==> config.mk <==
export PLATFORM = sky130hd
export DESIGN_NAME = fp_operand_skid_reg
export DESIGN_NICKNAME = d
export VERILOG_FILES = /design/src/rtl/fp_pkg.sv /design/src/rtl/fp_classify.sv /design/src/rtl/fp_operand_skid_reg.sv
export SDC_FILE = /design/constraint.sdc
export NUM_CORES = 1
export LEC_CHECK = 0
export CORE_ASPECT_RATIO = 1.4
export CORE_MARGIN = 5
export CORE_UTILIZATION = 37
export CTS_BUF_LIST = sky130_fd_sc_hd__clkbuf_4 sky130_fd_sc_hd__clkbuf_8
export DETAILED_ROUTE_END_ITERATION = 8
export GPL_TIMING_DRIVEN = 0
export PLACE_DENSITY = 0.67
export SYNTH_ARGS = -nofsm -noshare
export SYNTH_HDL_FRONTEND = slang
export SYNTH_SLANG_ARGS = --single-unit
==> constraint.sdc <==
create_clock -name clk -period 1.7 [get_ports clk]
set_input_delay 0.34 -clock clk [delete_from_list [all_inputs] [get_ports clk]]
set_output_delay 0.34 -clock clk [all_outputs]
set_load 0.1 [all_outputs]
==> src/rtl/fp_pkg.sv <==
`default_nettype none
// ============================================================================
//  Module   : fp_pkg
//  Brief    : Shared definitions for the FP operand path: default field widths,
//             skid-register occupancy state and the operand class record.
//  Revision : 1.0  initial release
// ============================================================================
package fp_pkg;

    localparam int SP_EXP_W = 8;
    localparam int SP_MAN_W = 23;
    localparam int HP_EXP_W = 5;
    localparam int HP_MAN_W = 10;

    // Encoding doubles as the occupancy count.
    typedef enum logic [1:0] {
        ST_EMPTY = 2'd0,
        ST_ONE   = 2'd1,
        ST_FULL  = 2'd2
    } skid_state_e;

    typedef struct packed {
        logic zero;
        logic denorm;
        logic inf;
        logic nan;
    } fp_class_t;

endpackage : fp_pkg
`default_nettype wire

==> src/rtl/fp_classify.sv <==
`default_nettype none
// ============================================================================
//  Module   : fp_classify
//  Brief    : Combinational IEEE-754-style class decode of exponent/fraction.
//  Revision : 1.0  initial release
// ============================================================================
module fp_classify
    import fp_pkg::*;
#(
    parameter int EXP_W = SP_EXP_W,
    parameter int MAN_W = SP_MAN_W
) (
    input  logic [EXP_W-1:0] exp_i,
    input  logic [MAN_W-1:0] frac_i,
    output fp_class_t        cls_o
);

    logic w_exp_zero;
    logic w_exp_ones;
    logic w_frac_zero;

    assign w_exp_zero  = (exp_i == '0);
    assign w_exp_ones  = &exp_i;
    assign w_frac_zero = (frac_i == '0);

    assign cls_o.zero   = w_exp_zero &  w_frac_zero;
    assign cls_o.denorm = w_exp_zero & ~w_frac_zero;
    assign cls_o.inf    = w_exp_ones &  w_frac_zero;
    assign cls_o.nan    = w_exp_ones & ~w_frac_zero;

endmodule : fp_classify
`default_nettype wire

==> src/rtl/fp_operand_skid_reg.sv <==
`default_nettype none
// ============================================================================
//  Module   : fp_operand_skid_reg
//  Brief    : Two-entry valid/ready skid register capturing packed FP operands
//             and presenting the head both packed and unpacked.
//             Optional class flags are built when FP_CLASSIFY_EN is defined.
//  Revision : 1.0  initial release
// ============================================================================
module fp_operand_skid_reg
    import fp_pkg::*;
#(
    parameter int EXP_W  = SP_EXP_W,
    parameter int MAN_W  = SP_MAN_W,
    parameter int DATA_W = 1 + EXP_W + MAN_W
) (
    input  logic              clk,
    input  logic              reset,
    input  logic              flush,
    input  logic              in_valid,
    output logic              in_ready,
    input  logic [DATA_W-1:0] in_data,
    output logic              out_valid,
    input  logic              out_ready,
    output logic [DATA_W-1:0] out_data,
    output logic              out_sign,
    output logic [EXP_W-1:0]  out_exp,
    output logic [MAN_W:0]    out_man,
`ifdef FP_CLASSIFY_EN
    output logic              out_is_zero,
    output logic              out_is_denorm,
    output logic              out_is_inf,
    output logic              out_is_nan,
`endif
    output logic [1:0]        count
);

    skid_state_e       state_q, state_d;
    logic [DATA_W-1:0] main_q;
    logic [DATA_W-1:0] skid_q;

    logic w_accept;
    logic w_pop;
    logic w_load_main_in;
    logic w_load_skid;
    logic w_main_from_skid;

    assign in_ready  = (state_q != ST_FULL);
    assign out_valid = (state_q != ST_EMPTY);
    assign count     = state_q;

    assign w_accept = in_valid & in_ready;
    assign w_pop    = out_valid & out_ready;

    always_comb begin
        state_d          = state_q;
        w_load_main_in   = 1'b0;
        w_load_skid      = 1'b0;
        w_main_from_skid = 1'b0;
        if (flush) begin
            state_d = ST_EMPTY;
        end else begin
            case (state_q)
                ST_EMPTY: begin
                    if (w_accept) begin
                        state_d        = ST_ONE;
                        w_load_main_in = 1'b1;
                    end
                end
                ST_ONE: begin
                    if (w_accept && w_pop) begin
                        w_load_main_in = 1'b1;
                    end else if (w_accept) begin
                        state_d     = ST_FULL;
                        w_load_skid = 1'b1;
                    end else if (w_pop) begin
                        state_d = ST_EMPTY;
                    end
                end
                ST_FULL: begin
                    // in_ready is low here, so a pop can only drain the skid.
                    if (w_pop) begin
                        state_d          = ST_ONE;
                        w_main_from_skid = 1'b1;
                    end
                end
                default: state_d = ST_EMPTY;
            endcase
        end
    end

    always_ff @(posedge clk or negedge reset) begin
        if (!reset) begin
            state_q <= ST_EMPTY;
            main_q  <= '0;
            skid_q  <= '0;
        end else begin
            state_q <= state_d;
            if (w_load_main_in) begin
                main_q <= in_data;
            end else if (w_main_from_skid) begin
                main_q <= skid_q;
            end
            if (w_load_skid) begin
                skid_q <= in_data;
            end
        end
    end

    assign out_data = main_q;
    assign out_sign = main_q[DATA_W-1];
    assign out_exp  = main_q[DATA_W-2:MAN_W];
    assign out_man  = {|out_exp, main_q[MAN_W-1:0]};

`ifdef FP_CLASSIFY_EN
    fp_class_t w_in_cls;
    fp_class_t main_cls_q;
    fp_class_t skid_cls_q;

    fp_classify #(
        .EXP_W (EXP_W),
        .MAN_W (MAN_W)
    ) u_fp_classify (
        .exp_i  (in_data[DATA_W-2:MAN_W]),
        .frac_i (in_data[MAN_W-1:0]),
        .cls_o  (w_in_cls)
    );

    always_ff @(posedge clk or negedge reset) begin
        if (!reset) begin
            main_cls_q <= '0;
            skid_cls_q <= '0;
        end else begin
            if (w_load_main_in) begin
                main_cls_q <= w_in_cls;
            end else if (w_main_from_skid) begin
                main_cls_q <= skid_cls_q;
            end
            if (w_load_skid) begin
                skid_cls_q <= w_in_cls;
            end
        end
    end

    assign out_is_zero   = out_valid & main_cls_q.zero;
    assign out_is_denorm = out_valid & main_cls_q.denorm;
    assign out_is_inf    = out_valid & main_cls_q.inf;
    assign out_is_nan    = out_valid & main_cls_q.nan;
`endif

endmodule : fp_operand_skid_reg
`default_nettype wire

=== Word level (Yosys, flattened, before mapping) ===
Cells that the tools add are included.
W data, S select, Z words.

* Register bits: 66
* Bits of input ports: 37
* Output and inout bits: 69

* Eq/ne operators: 7
* Mux-type cells: 19
* Bitwise logic cells: 2
* Reductions and logical operators: 6

{| class="wikitable"
|+ Operators with widths
! cell !! count
|-
| $mux W32 || 2
|-
| $mux W2 || 6
|-
| $mux W1 || 9
|-
| $ne A3 B3 Y1 const B || 3
|-
| $reduce_or A8 Y1 || 1
|-
| $pmux W2 S3 || 1
|-
| $ne A4 B4 Y1 const B || 1
|-
| $reduce_and A4 Y1 || 1
|-
| $reduce_bool A2 Y1 || 2
|-
| $and A1 B1 Y1 || 2
|-
| $eq A2 B1 Y1 const B || 1
|-
| $eq A2 B2 Y1 const B || 1
|-
| $logic_not A2 Y1 || 1
|-
| $ne A2 B2 Y1 const B || 1
|-
| $pmux W1 S2 || 1
|-
| $logic_and A1 B1 Y1 || 1
|}

=== Logic depth before layout (Yosys ltp) ===
Gate-level depths: netlist (run 1).

* Depth in word-level cells: 7
* Gate-level depth with buffers: 5
* Mapped depth without buffers: 3

=== Worst setup path after synthesis (run 1) ===
Ideal clock, no wire load.

* Path type: register to register
* Start: reg state_q[1] (netlist: count[1])
* End: reg state_q[1] (netlist: count[1])
* Setup time: 99 ps
* Arrival: 2227 ps
* Required time: 1601 ps
* Setup slack: -626 ps
* Cell stages (with the launch flop): 3
* Buffers on the path: 0
* Path through: dfrtp_1 -> nand2b_1 -> a211oi_1

* Word-level cells in the longest chain between the ends: 6

{| class="wikitable"
|+ Ends and longest elaborated chain
! what !! RTL line !! text
|-
| start, declared || fp_operand_skid_reg.sv:37 || <nowiki>skid_state_e state_q, state_d;</nowiki>
|-
| start signal, assigned || fp_operand_skid_reg.sv:97 || <nowiki>state_q <= state_d;</nowiki>
|-
| $ne A2 B2 Y1 (*) || fp_operand_skid_reg.sv:47 || <nowiki>assign in_ready = (state_q != ST_FULL);</nowiki>
|-
| net in_ready || fp_operand_skid_reg.sv:20 || <nowiki>output logic in_ready,</nowiki>
|-
| $and A1 B1 Y1 (*) || fp_operand_skid_reg.sv:51 || <nowiki>assign w_accept = in_valid & in_ready;</nowiki>
|-
| $mux W2 || fp_operand_skid_reg.sv:72 || <nowiki>end else if (w_accept) begin</nowiki>
|-
| $mux W2 || fp_operand_skid_reg.sv:70 || <nowiki>if (w_accept && w_pop) begin</nowiki>
|-
| $pmux W2 S3 || fp_operand_skid_reg.sv:62 || <nowiki>case (state_q)</nowiki>
|-
| $mux W2 || fp_operand_skid_reg.sv:59 || <nowiki>if (flush) begin</nowiki>
|}

Mark *: on every way through the listed nets, which the timed path passes. The rest lies on a longest branch. The select of a mux whose other input is x is not followed.
A chain may end at the register's enable or synchronous reset.

=== Worst setup path after layout (run 1) ===
* Start: reg state_q[0] (netlist: count[0])
* End: reg main_q[18] (netlist: out_data[18])

* Word-level cells in the longest chain between the ends: 7

{| class="wikitable"
|+ Ends and longest elaborated chain
! what !! RTL line !! text
|-
| $ne A2 B2 Y1 or $reduce_bool A2 Y1 (tied branches) || fp_operand_skid_reg.sv:47, fp_operand_skid_reg.sv:48 ||
|-
| $and A1 B1 Y1 (on tied branches) || fp_operand_skid_reg.sv:51, fp_operand_skid_reg.sv:52 ||
|-
| $logic_and A1 B1 Y1 || fp_operand_skid_reg.sv:70 ||
|-
| $mux W1 || fp_operand_skid_reg.sv:70 ||
|-
| $pmux W1 S2 || fp_operand_skid_reg.sv:62 ||
|-
| $mux W1 || fp_operand_skid_reg.sv:59 ||
|-
| $mux W32 or $reduce_bool A2 Y1 (tied branches) || -- ||
|-
| end signal, assigned || fp_operand_skid_reg.sv:99 || <nowiki>main_q <= in_data;</nowiki>
|-
| end signal, assigned || fp_operand_skid_reg.sv:101 || <nowiki>main_q <= skid_q;</nowiki>
|-
| end, declared || fp_operand_skid_reg.sv:38 || <nowiki>logic [DATA_W-1:0] main_q;</nowiki>
|}

Several ways; a longest one is shown, not always the timed one.

==> impl_metrics.ini, run 1 <==
[outcome]
status = completed

[die]
die_area_um2 = 10400
die_height_um = 119
start_util_pct = 38.2
ios = 106
rows = 39
core_um2 = 8200
die_w_um = 87.7

[placed_design]
place_worst_setup_slack_ns = -0.485
place_area_um2 = 4330
placed_cells = 433
portBuffers = 105
gp_congestion = 0.703
dpl.hpwl_um = 5210

[sta]
post-route-period-util_pct = 99.7
min_period_ns = 1.69
finalWorstSetupSlack_ns = 0.00562
tightest_slew_ns = 0.850
setup_violations = 0
maxSlewHeadroom_pct = 43.3
finalHoldViolCount = 0
rsz0062_at_grt = true
fin_skew_ns = 0.00859
drv_slew = 0
fmax_mhz = 590
setup-tns-final_ns = 0

[finish]
nNetsFinal = 385
final_cell_mix = dfrtp_1, buf_4, clkdlybuf4s50_1, buf_2, and2_1
layout-drive-gt1-share_pct = 53.5
ff_latch_area_um2 = 1670
utilization_pct = 54.9
mostFrequentLayoutCell = dfrtp_1
multiInputGateArea_um2 = 1180
fin_area_um2 = 4500
fillers = 731
diodes = 0
instances_no_fill = 455
syn2layout_area_growth_pct = 43.9

[run]
maxCapViolCount = 0

[grt]
grt_pass1_wl_um = 12300
met2_usage_pct = 23.0
grt-busiest-layer = met2
grt.total_usage_pct = 15.1
met3_usage_pct = 1.93
grt_pass1_vias = 2358
antenna_found_initial = 0
grt_util_met1_pct = 20.8
grt_max_degree = 67
overflow = 0

[critical_path]
worstPathArrival_ns = 1.91
crit_fanout = 8
critPathLaunch = count[0]
end_kind = flip-flop
start_kind = flip-flop
crit_required_ns = 1.92
path_class = reg2reg
r2r-start = count[0]

[cts]
clkLatencyLatePin_ns = 0.34
cts_root_buffer = clkbuf_8
cts_sinks = 66
path_clk_slew_ns = 0.07
htree_levels = 3
cts_buffers = 9
cts_buffer_depth = 2
cts_tree = built

[routing]
totalWireLength_um = 7740
via_per_inst = 4.95
dr.pass1.iters = 5
vias = 2251
drt_iter0_markers = 94
ant_nets = 0
wl_per_cell_um = 17.0
drc_errors = 0

[yosys]
yosysWarningCount = 0
synth.distinct_cells = 22
syn-cell-area_um2 = 3130
syn_nets = 263
synth_seq_area_share_pct = 52.8
avgSynthCellArea_um2 = 13.8
synthTopCellsByArea = dfrtp_1, mux2_4, a221o_1
synth_top_area_share_pct = 52.8
ys_ff_latch = 66
synthCells = 226
yosysTopAreaCell = dfrtp_1

[power]
cellPowerDensity_nw_per_um2 = 1540
ir_drop_uv = 816
p_leak_nw = 2.18

[worst_hold_path]
hold_path_class = in2async
[cell type report]
| cell class | count | area share [%] |
|---|---|---|
| Multi-Input combinational cell | 115 | 26.3 |
| Sequential cell | 66 | 37.1 |
| Clock inverter | 4 | 0.445 |
| Clock buffer | 12 | 3.25 |
| Tap cell | 102 | 2.83 |
| Buffer | 45 | 8.17 |
| Timing Repair Buffer | 111 | 22.0 |
[Yosys cell counts]
| cell | count |
|---|---|
| o32ai_1 | 1 |
| nand2b_1 | 2 |
| a211oi_1 | 1 |
| nand2_2 | 1 |
| mux2_2 | 2 |
| a21oi_1 | 1 |
| buf_2 | 3 |
| nand2_1 | 2 |
| dfrtp_1 | 66 |
| and2_1 | 33 |
| nor3b_2 | 1 |
| buf_4 | 32 |
| mux2_4 | 30 |
| a221o_1 | 32 |
| or2_2 | 2 |
| nor2b_1 | 2 |
| and4bb_4 | 1 |
| clkbuf_1 | 3 |
| nor4_1 | 2 |
| a21oi_2 | 1 |
| buf_6 | 7 |
| mux2i_1 | 1 |
[metal layers]
| metal | share of wire (%) | vias up |
|---|---|---|
| met2 | 49 | 78 |
| met1 | 43 | 1133 |
| li1 | - | 1029 |
| met3 | 5.9 | 11 |
| met4 | 2.0 | 0 |
| met5 | 0 | - |
[final timing paths]
check	end	slack, ns	cells past startpoint
max	out_data[18]	0.006	5
min reg2reg	skid_q[23]	0.50	1
min in group clk	skid_q[23]	0.50	1
min	count[1]	0.09	1
max in group asynchronous	count[0]	0.99	1
max reg2reg	out_data[18]	0.006	5
[critical path, stage by stage (launching register included)]
cell	delay (ns)
dfrtp_4	0.50
buf_6	0.13
and4bb_4	0.38
a21oi_4	0.10
buf_6	0.17
a221o_1	0.30
[registers in the layout, indices dropped and copies added (netlist names)]
name / cells
skid_q: 32
count: 2
out_data: 32
[where the power goes]
part           switching [W]  internal, W
Sequential          0.000271      0.00196
Combinational        0.00254      0.00102
Clock               0.000578     0.000568
[kinds of logic (layout without fill, tap and decap cells)]
family,Yosys count,in the layout,synth area share (%)
flops,66,66,52.8
compound gates,36,36,11.2
simple gates,46,46,9.56
mux,33,33,15.4
buf+inv,45,172,11.0
[repair_timing]
item,4_1_cts,5_1_grt
cloned,0,3
resized for setup,296,29
endpoints found under the setup margin,69,40
hold buffers,0,0
pin swaps,1,3
buffers inserted,2,1
[stage by stage]
stage / power, W / hold slack (ns)
after floorplan: 0.00507 / 0.0444
after global placement: 0.00589 / 0.480
after detailed placement: 0.00593 / 0.486
after CTS: 0.00696 / 0.123
after global routing: 0.00720 / 0.178
final: 0.00694 / 0.0901
Power figures use the tool's default switching activity.
==> run 2: changes to the inputs <==
--- a/config.mk
+++ b/config.mk
@@ -12,6 +12,9 @@
 export DETAILED_ROUTE_END_ITERATION = 8
 export GPL_TIMING_DRIVEN = 0
 export PLACE_DENSITY = 0.67
+export REMOVE_ABC_BUFFERS = 1
+export SKIP_LAST_GASP = 1
 export SYNTH_ARGS = -nofsm -noshare
 export SYNTH_HDL_FRONTEND = slang
 export SYNTH_SLANG_ARGS = --single-unit
+export TNS_END_PERCENT = 100
==> impl_metrics.ini, run 2 (synthesis gave the netlist of run 1 again) <==
[outcome]
status = complete, but fails checks
violations = setup timing

[sta]
fin_skew_ns = 0.00799
setup_violations = 20
min_period_ns = 1.95
hold_slack_ns = 0.0963
finalWorstSetupSlack_ns = -0.246
finalHoldViolCount = 0
fmax_mhz = 514
post-route-period-util_pct = 114
tightest_slew_ns = 0.961
maxSlewHeadroom_pct = 36.2
drv_slew = 0
rsz0062_at_grt = true

[critical_path]
reg2reg_to = skid_q[28]
crit_family = buffers and inverters
crit_required_ns = 1.36
critical_path.cell_chain = dlygate4sd2_1
r2r_slack_ns = -0.01
r2r-start = count[0]
critPathBufInv = 1
crit_slowest_cell = dlygate4sd2_1
start_kind = flip-flop
slowest_delay_ns = 0.87
path_class = reg2out
r2r_cells = 6
crit_fanout = 4
worstPathArrival_ns = 1.61
end_kind = output port

[cts]
cts_sinks = 66
cts_tree = built
htree_levels = 3
cts_root_buffer = clkbuf_8
path_clk_slew_ns = 0.08
clkLatencyLatePin_ns = 0.34
cts_buffers = 9
cts_buffer_depth = 2

[power]
total_power_w = 0.00708
p_leak_nw = 2.04
ir_drop_uv = 746
cellPowerDensity_nw_per_um2 = 1610

[grt]
grt_max_degree = 67
grt.total_usage_pct = 16.0
overflow = 0
antenna_found_initial = 0
grt_pass1_vias = 2350
grt_pass1_wl_um = 12800

[placed_design]
placed_cells = 389
gp_congestion = 0.692
dpl.hpwl_um = 4660
portBuffers = 105

[die]
core_um2 = 8200
die_area_um2 = 10400
rows = 39
die_height_um = 119
die_w_um = 87.7
start_util_pct = 38.2
ios = 106

[finish]
final_cell_mix = dfrtp_1, clkdlybuf4s15_2, clkdlybuf4s50_1, and2_1, a221o_1
instances_no_fill = 418
syn2layout_area_growth_pct = 40.0
diodes = 0
mostFrequentLayoutCell = dfrtp_1
fillers = 712
ff_latch_area_um2 = 1650
layout-drive-gt1-share_pct = 43.7
nNetsFinal = 348
multiInputGateArea_um2 = 1230

[routing]
drc_errors = 0
wl_per_cell_um = 19.6
drt_iter0_markers = 78
via_per_inst = 5.19
dr.pass1.iters = 4
totalWireLength_um = 8180
ant_nets = 0
vias = 2171

[run]
maxCapViolCount = 0

[worst_hold_path]
hold_path_class = in2async
==> run 2: changes by cell type in the layout (fill, tap and decap cells not counted), sizes merged, moves of 3 or more <==
cell           before  now
clkdlybuf4s18       4   10
buf                87   25
clkdlybuf4s15      27   39
dlymetal6s2s        0    3
clkbuf             15   10
dlygate4sd2         0    4
==> run 2: what timing repair did <==
action	4_1_cts	5_1_grt
buffers inserted	4	5
gates resized for setup	225	33
hold buffers	0	0
endpoints found under the setup margin	133	58
pin swaps	3	2
gates cloned	2	2
==> run 2: how the worst max path moves through the flow <==
stage / from / to / cells past startpoint
after floorplan: out_data[24] / out_man[23] / 2
after global placement: reset / out_data[3] / 1
after detailed placement: in_valid / out_data[11] / 4
after CTS: out_data[30] / out_data[30] / 1
after global routing: out_data[5] / out_data[5] / 1
final: out_data[30] / out_data[30] / 1
==> run 2: area by class of cell <==
class / count / area share [%]
timing repair buffer: 115 / 26.3
clock buffer: 9 / 2.83
multi-input combinational: 119 / 28.0
tap: 102 / 2.91
clock inverter: 7 / 2.14
sequential: 66 / 37.7
==> run 2: report_power, final <==
group / leakage [nW] / switching (W) / internal [W] / total, W
clock: 0.105 / 0.000626 / 0.000822 / 0.00145
combinational: 1.13 / 0.00253 / 0.000896 / 0.00342
sequential: 0.811 / 0.000252 / 0.00195 / 0.00220
==> run 2: per-stage QoR <==
step / setup slack (ns) / setup TNS, ns / cell area [µm²] / util [%]
after floorplan: -1.05 / -52.69 / 2780 / -
after global placement: -1.92 / -204.04 / 3960 / 48.3
after detailed placement: -1.01 / -72.04 / 4000 / 48.7
after CTS: -0.269 / -1.49 / 4340 / 53.0
after global routing: -0.300 / -2.00 / 4380 / 53.4
final: -0.246 / -1.06 / 4380 / 53.4
==> run 2: routing by layer <==
layer  part of all wire (%)  track usage (%)  vias up
li1                       -                -      969
met1                     43             20.6     1113
met2                     49             25.2       80
met3                    6.3             4.42        9
met4                    1.1             6.43        0
met5                      0                0        -
